### config.mk
export PLATFORM = sky130hd
export DESIGN_NAME = control_botones
export DESIGN_NICKNAME = d
export VERILOG_FILES = /design/src/rtl/control_botones.sv
export SDC_FILE = /design/constraint.sdc
export NUM_CORES = 1
export LEC_CHECK = 0
export ABC_AREA = 1
export ABC_CLOCK_PERIOD_IN_PS = 2700
export CORE_UTILIZATION = 60
export DETAILED_ROUTE_END_ITERATION = 8
export PLACE_DENSITY_LB_ADDON = 0.08
export SLEW_MARGIN = 10
export SYNTH_ARGS = -nofsm -noshare
export SYNTH_HDL_FRONTEND = slang
export SYNTH_SLANG_ARGS = --single-unit
export TNS_END_PERCENT = 50
### constraint.sdc
create_clock -name clk -period 2.7 [get_ports clk]
set_clock_uncertainty 0.05 [all_clocks]
set_input_delay 0.405 -clock clk [delete_from_list [all_inputs] [get_ports clk]]
set_output_delay 0.405 -clock clk [all_outputs]
set_load 0.01 [all_outputs]
### src/rtl/control_botones.sv
// control_botones: per-button short/long press classifier feeding one-entry pending
// slots, drained round-robin into a single registered event output.
module control_botones #(
    parameter int LONG_CYC = 50000000,
    parameter int N_BTN    = 4
) (
    input  logic                     clk,
    input  logic                     rst,
    input  logic [N_BTN-1:0]         btn,
    output logic                     evt_valid,
    input  logic                     evt_ready,
    output logic [$clog2(N_BTN)-1:0] evt_id,
    output logic                     evt_long,
    output logic                     evt_drop
);
    localparam int CW = $clog2(LONG_CYC + 1);
    localparam int IW = $clog2(N_BTN);
    localparam logic [CW-1:0] LONG_C = CW'(LONG_CYC);

    typedef enum logic [1:0] {IDLE, PRESSED, HELD_LONG} state_t;

    logic [N_BTN-1:0] ev, ev_long, slot_v, slot_l, slot_v_nx, slot_l_nx, grant, drop;
    logic [IW-1:0] ptr, win;
    logic any, load;

    for (genvar g = 0; g < N_BTN; g++) begin : g_ch
        state_t st, st_nx;
        logic [CW-1:0] cnt, cnt_nx, inc;
        logic e, el;
        assign inc = cnt + 1'b1;
        assign ev[g] = e;
        assign ev_long[g] = el;
        always_ff @(posedge clk or negedge rst)
            if (!rst) begin
                st  <= IDLE;
                cnt <= '0;
            end else begin
                st  <= st_nx;
                cnt <= cnt_nx;
            end
        // The counter saturates at LONG_CYC because HELD_LONG never increments it.
        always_comb begin
            st_nx  = st;
            cnt_nx = cnt;
            e      = 1'b0;
            el     = 1'b0;
            case (st)
                IDLE: if (btn[g]) begin
                    st_nx  = PRESSED;
                    cnt_nx = CW'(1);
                end
                PRESSED: if (!btn[g]) begin
                    e      = 1'b1;
                    st_nx  = IDLE;
                    cnt_nx = '0;
                end else begin
                    cnt_nx = inc;
                    if (inc == LONG_C) begin
                        e     = 1'b1;
                        el    = 1'b1;
                        st_nx = HELD_LONG;
                    end
                end
                HELD_LONG: if (!btn[g]) begin
                    st_nx  = IDLE;
                    cnt_nx = '0;
                end
                default: st_nx = IDLE;
            endcase
        end
    end

    // Scan downward so the lowest offset from ptr is the last (winning) hit.
    always_comb begin
        win = ptr;
        any = 1'b0;
        for (int k = N_BTN - 1; k >= 0; k--)
            if (slot_v[ptr + IW'(k)]) begin
                win = ptr + IW'(k);
                any = 1'b1;
            end
    end

    assign load  = !evt_valid || evt_ready;
    assign grant = (load && any) ? N_BTN'(1) << win : '0;

    always_comb begin
        slot_v_nx = slot_v & ~grant;
        slot_l_nx = slot_l;
        drop      = '0;
        for (int i = 0; i < N_BTN; i++)
            if (ev[i]) begin
                if (slot_v_nx[i]) drop[i] = 1'b1;
                else begin
                    slot_v_nx[i] = 1'b1;
                    slot_l_nx[i] = ev_long[i];
                end
            end
    end

    always_ff @(posedge clk or negedge rst)
        if (!rst) begin
            slot_v    <= '0;
            slot_l    <= '0;
            ptr       <= '0;
            evt_valid <= 1'b0;
            evt_id    <= '0;
            evt_long  <= 1'b0;
            evt_drop  <= 1'b0;
        end else begin
            slot_v   <= slot_v_nx;
            slot_l   <= slot_l_nx;
            evt_drop <= |drop;
            if (load) begin
                evt_valid <= any;
                if (any) begin
                    evt_id   <= win;
                    evt_long <= slot_l[win];
                    ptr      <= win + 1'b1;
                end
            end
        end
endmodule

==> impl_metrics.json, run 1 <==
{
  "gp_congestion": 0.953,
  "finalSetupViolCount": 0,
  "h-tree-depth": 4,
  "synth_cell_types": 32,
  "max_freq_ghz": 0.418,
  "die_h_microns": 122,
  "track_usage_pct": 29.2,
  "syn_area_per_cell_sq_um": 6.59,
  "synth-seq-cells": 127,
  "reg2reg_slack_ns": 0.31,
  "clkPwrFrac_pct": 36.9,
  "clk_pin_slew_ns": 0.06,
  "row_count": 43,
  "die_area_sq_mm": 0.0149,
  "reg2reg_from": "ptr[0]",
  "drt-initial-drc-count": 694,
  "core-area_sq_mm": 0.0140,
  "async_flop_share_pct": 100,
  "maxCapViolations": 0,
  "clock_path_buffers": 2,
  "crit_start": "ptr[0]",
  "crit_fanout": 9,
  "seqPwrFrac_pct": 31.2,
  "worst_pin_slew_ns": 0.610,
  "p_int_mw": 4.67,
  "drt_wl_total_microns": 20400,
  "netlist_instances": 1316,
  "fin_ws_ns": 0.307,
  "final_layout_size_suffix_gt1_share_pct": 7.73,
  "clock_latency_ns": 0.42,
  "antenna_cells": 0,
  "synth_common_cells": "457 x nand2_1, 176 x inv_1, 157 x nor2_1, 127 x dfrtp_1, 109 x nand3_1",
  "final_core_util_pct": 69.8,
  "fin_nets": 1378,
  "synth.most_common_cell": "nand2_1",
  "antenna_found_initial": 0,
  "crit_end": "evt_drop",
  "dieWidth_microns": 122,
  "hold_violations": 0,
  "p_sw_mw": 2.72,
  "synth_flop_cell": "dfrtp_1",
  "pwr-share-comb_pct": 31.9,
  "fillers": 1178,
  "placed_area_sq_mm": 0.00906,
  "ys_warn_count": 0,
  "io_pins": 12,
  "critPathSlowestCell": "dfrtp_2",
  "crit_family": "simple AND/OR/NAND/NOR gates",
  "crit_arrival_ns": 2.66,
  "dp_hpwl_microns": 14400,
  "portBuffers": 11,
  "max_stage_delay_ns": 0.46,
  "slew_headroom_pct": 59.3,
  "pre_cts_slack_ns": 0.165,
  "start_util_pct": 62.0,
  "synth_edf_count": 0,
  "vias_per_cell": 5.42,
  "yosysSeqAreaShare_pct": 36.7,
  "firstDrtPassIters": 5,
  "synth_top_area_share_pct": 36.7,
  "grt_max_degree": 66,
  "cts_num_sinks": 127,
  "rr_endpoint": "evt_drop",
  "critPathBufInv": 4,
  "post-route-period-util_pct": 88.6,
  "grt-ovfl-total": 0,
  "drv_slew": 0,
  "r2r_cells": 15,
  "setup-tns-final_ns": 0,
  "crit_type": "flop to flop",
  "path_cells": "or2_2 > nand3_1 > a21boi_0 > o21ai_0 > nand2_1 > nand2_1 > inv_1 > ha_1 > inv_1 > o21ai_1 > inv_1 > nand3_1 > nand2_1 > inv_1 > nand2_1",
  "grt_pass1_wl_microns": 34700,
  "cp.required_ns": 2.97,
  "syn_area_sq_mm": 0.00867,
  "startpoint_type": "flop",
  "worstSetupEndpointType": "flop",
  "rsz0062_at_grt": "false",
  "period_needed_ns": 2.39,
  "path_depth": 15,
  "final_cell_area_sq_mm": 0.00976,
  "ys_top_cells_by_area": "dfrtp_1 37%, nand2_1 20%, inv_1 7.6%",
  "drc": 0,
  "cts-buffers-inserted": 17,
  "area_growth_pct": 12.6,
  "status": "finished, final reports clean",
  "vias": 8343,
  "ir_worst_vdd_mv": 0.552,
  "ant_nets": 0,
  "power.leakage_nw": 4.40,
  "cts_tree": "done",
  "syn-num-nets": 1348,
  "wl_per_cell_microns": 13.3,
  "min_from": "slot_l[1]",
  "yosys.area.top_type": "dfrtp_1",
  "power_density_mw_per_mm2": 756,
  "post_cts_buffers": 0,
  "cts_root_buffer": "clkbuf_16",
  "p_sw_share_pct": 36.8,
  "hp-class": "flop to flop",
  "grt_pass1_vias": 7683
}
==> logic make-up (layout without fill, tap and decap cells) <==
group	Yosys count	after routing	share of synthesized area, %
xor gates and xnor gates	17	17	1.72
DFF	127	127	36.7
adders and majority gates	25	25	3.61
buffers and inverters	191	234	8.38
and+or+nand+nor	804	804	39.8
AOI/OAI and AO/OA	152	152	9.84
==> through the flow <==
| step | cells | hold slack, ns | total power, mW |
|---|---|---|---|
| 2_1_floorplan | 1316 | 0.0594 | 3.94 |
| 3_3_place_gp | 1506 | 0.392 | 4.59 |
| 3_5_place_dp | 1506 | 0.388 | 4.63 |
| 4_1_cts | 1539 | 0.445 | 7.37 |
| 5_1_grt | 1539 | 0.484 | 7.86 |
| 6_report | 1539 | 0.440 | 7.39 |
==> state kept, by name, summed over array words and instances (netlist names) <==
name	flops
evt_long	1
evt_drop	1
g_ch.cnt	104
ptr	2
slot_v	4
slot_l	4
evt_id	2
g_ch.st	8
evt_valid	1
==> routing by layer <==
metal	vias to the layer above	routed length, microns	part of all wire [%]	global-route usage [%]
met4	0	225	1.1	7.09
met2	232	9550	47	48.5
met5	-	0	0	0
met1	3837	9590	47	39.2
met3	25	1030	5.1	5.39
li1	4249	-	-	-
==> worst register-to-register path, delay by kind of cell (launching register included) <==
kind / cells / cell delay [ns]
simple gates: 7 / 0.84
buf+inv: 4 / 0.31
fa+ha+maj: 1 / 0.15
flops: 1 / 0.46
compound gates: 3 / 0.48
==> layout make-up <==
type | count | area (sq um) | share of cell area (%)
clock inverters | 15 | 264 | 2.70
repair buffers | 26 | 239 | 2.45
well taps | 180 | 225 | 2.31
clock buffers | 17 | 425 | 4.36
multi-input cells | 998 | 4770 | 48.8
inverters | 176 | 661 | 6.77
flip-flops and latches | 127 | 3180 | 32.6
==> cells in the final DEF, fill, tap and decap left out, types with 2 or more instances in the layout <==
master and count:
nand2_1 457, inv_1 176, nor2_1 157, dfrtp_1 125, nand3_1 109, o21ai_0 88, o22ai_1 39, ha_1 25
nand2_2 19, nand4_1 18, clkbuf_16 17, xor2_1 16, nor2_2 14, buf_4 13, nor2_4 11, o21ai_1 11
clkdlybuf4s50_1 10, bufinv_16 7, nor3_1 5, and2_1 4, clkinv_2 4, nand3_2 3, o21bai_1 3, o21ai_2 3
a32o_1 3, a22o_1 3, or2_2 2, nand2_4 2, clkinv_4 2, dfrtp_2 2
==> how the worst min path moves through the flow <==
stage | to | slack [ns] | cells after the start
finish | slot_l[1] | 0.44 | 2
global route | slot_l[0] | 0.48 | 2
CTS | slot_l[1] | 0.45 | 2
detailed placement | g_ch[1].cnt[14] | 0.39 | 1
global placement | g_ch[1].cnt[6] | 0.39 | 1
floorplan | evt_drop | 0.06 | 0
==> power groups by stage <==
| stage | Sequential (mW) | Clock (mW) | Combinational (mW) |
|---|---|---|---|
| detailed placement | 2.33 | 0 | 2.30 |
| floorplan | 2.28 | 0 | 1.66 |
| global placement | 2.32 | 0 | 2.26 |
| CTS | 2.30 | 2.75 | 2.32 |
| global route | 2.33 | 2.83 | 2.70 |
| finish | 2.31 | 2.73 | 2.35 |
==> what timing repair did <==
action,CTS,global route
gates resized for setup,0,7
setup endpoints to repair,0,5
endpoints found under the hold margin,62,0
hold buffers,1,0
No activity file was read; power rests on OpenSTA's default activity.
==> inputs of run 2 (changes only) <==
ABC_CLOCK_PERIOD_IN_PS = 2600   (was 2700)
clock period = 2.6 ns   (was 2.7 ns; I/O delays follow)
==> run 2 against run 1 <==
- sequential power up 3%
- core utilization down 0.21 points
- routed wire length down 0.55%
- worst setup slack worse by 0.10 ns
- fmax about the same
- total power down 0.20%
==> impl_metrics.json, run 2 (synthesized netlist as in run 1, its figures left out) <==
{
  "track_usage_pct": 29.4,
  "hp-class": "input pin to asynchronous set/reset pin",
  "reg_top3": "g_ch.cnt x104, g_ch.st x8",
  "die_h_microns": 122,
  "wl_met3_microns": 1010,
  "dr_wl_met2_microns": 9570,
  "vias_per_cell": 5.38,
  "wl_per_cell_microns": 13.2,
  "drt-initial-drc-count": 631,
  "start_util_pct": 62.0,
  "cts_root_buffer": "clkbuf_16",
  "place_inst": 1507,
  "firstDrtPassIters": 5,
  "worstSetupEndpointType": "flop",
  "clk_pin_slew_ns": 0.06,
  "setup-tns-final_ns": 0,
  "crit_type": "flop to flop",
  "drt_wl_total_microns": 20300,
  "top_register": "g_ch.cnt",
  "clock_path_buffers": 2,
  "clock_latency_ns": 0.42,
  "drv_slew": 0,
  "finalSetupViolCount": 0,
  "power_density_mw_per_mm2": 757,
  "grt_max_degree": 66,
  "cts_num_sinks": 127,
  "final_cell_mix": "456 x nand2_1, 175 x inv_1, 154 x nor2_1, 126 x dfrtp_1, 109 x nand3_1",
  "vias": 8284,
  "dieWidth_microns": 122,
  "r2r_cells": 16,
  "hold_violations": 0,
  "grt_pass1_wl_microns": 34800,
  "final_layout_size_suffix_gt1_share_pct": 8.09,
  "fin_nets": 1381,
  "finalNonFillerCells": 1540,
  "largest_reg_flops": 104,
  "power_mw": 7.37,
  "crit_arrival_ns": 2.65,
  "ir_worst_vdd_mv": 0.740,
  "power.leakage_nw": 4.37,
  "reg2reg_slack_ns": 0.21,
  "ant_nets": 0,
  "met1Wirelength_microns": 9450,
  "slew_headroom_pct": 68.1,
  "worst_pin_slew_ns": 0.477,
  "dp_hpwl_microns": 14500,
  "core-area_sq_mm": 0.0140,
  "row_count": 43,
  "max_freq_ghz": 0.418,
  "grt-ovfl-total": 0,
  "top_layer": "met4",
  "post-route-period-util_pct": 92.0,
  "h-tree-depth": 4,
  "cts-buffers-inserted": 17,
  "antenna_found_initial": 0,
  "portBuffers": 11,
  "reg2reg_from": "g_ch[1].cnt[1]",
  "status": "finished, final reports clean",
  "crit_fanout": 5,
  "final_common_cell": "nand2_1",
  "area_growth_pct": 12.3,
  "io_pins": 12,
  "cts_tree": "done",
  "startpoint_type": "flop",
  "grt_pass1_vias": 7677,
  "die_area_sq_mm": 0.0149,
  "cp.required_ns": 2.86,
  "gp_congestion": 0.943,
  "antenna_cells": 0,
  "maxCapViolations": 0,
  "period_needed_ns": 2.39,
  "rr_endpoint": "slot_l[1]",
  "drc": 0
}
==> run 2: how the worst max path moves through the flow <==
stage | start | to | slack, ns | depth (start not counted)
4_1_cts | ptr[0] | evt_drop | 0.04 | 15
3_5_place_dp | ptr[0] | evt_drop | 0.08 | 15
2_1_floorplan | ptr[0] | evt_drop | 0.37 | 17
5_1_grt | ptr[0] | evt_drop | -0.04 | 19
6_report | g_ch[1].cnt[1] | slot_l[1] | 0.21 | 16
3_3_place_gp | ptr[0] | evt_drop | 0.16 | 18
==> run 2: final cells by class <==
type	instances	area (sq um)
Clock buffer	24	482
Multi-Input combinational cell	998	4820
Timing Repair Buffer	29	262
Tap cell	180	225
Sequential cell	127	3180
Fill cell	1213	4250
Inverter	176	661
Clock inverter	6	108
==> run 2: repair_timing <==
action / in CTS / in global routing
hold endpoints to repair: 40 / 0
endpoints found under the setup margin: 0 / 10
hold buffers: 1 / 0
buffers inserted: 0 / 2
resized for setup: 0 / 21
==> run 2: per-layer routing <==
metal	GRT usage [%]	vias up
met5	0	-
met4	8.16	0
met3	5.76	32
met2	47.3	191
met1	40.3	3811
li1	-	4250
==> run 2: power by group <==
| group | internal [mW] | total (mW) | leakage, nW | switching (mW) |
|---|---|---|---|---|
| sequential | 2.19 | 2.39 | 1.73 | 0.203 |
| clock | 1.57 | 2.42 | 0.286 | 0.849 |
| combinational | 0.831 | 2.56 | 2.35 | 1.73 |
| total | 4.59 | 7.37 | 4.37 | 2.78 |
==> run 2: through the flow <==
stage / instance area, sq um / hold WS [ns] / setup slack [ns] / util (%)
final: 9730 / 0.399 / 0.207 / 69.6
after global routing: 9730 / 0.438 / -0.0365 / 69.6
after CTS: 9670 / 0.411 / 0.0441 / 69.1
after detailed placement: 9070 / 0.290 / 0.0776 / 64.8
after global placement: 9070 / 0.284 / 0.163 / 64.8
after floorplan: 8670 / 0.0444 / 0.369 / -
==> run 2: worst max-delay path, stage by stage (launching register included) <==
cell and delay, ns:
dfrtp_1 0.41, ha_1 0.25, nand2_2 0.09, nor2_4 0.16, nand2_2 0.10, nor2_2 0.15, nand2_1 0.07, nand2_1 0.09
nand2_1 0.07, nor2_1 0.15, nand3_1 0.12, nor2_1 0.12, nand2_1 0.10, nand2_1 0.09, nand2_1 0.07, o21ai_1 0.12
nand2_1 0.06
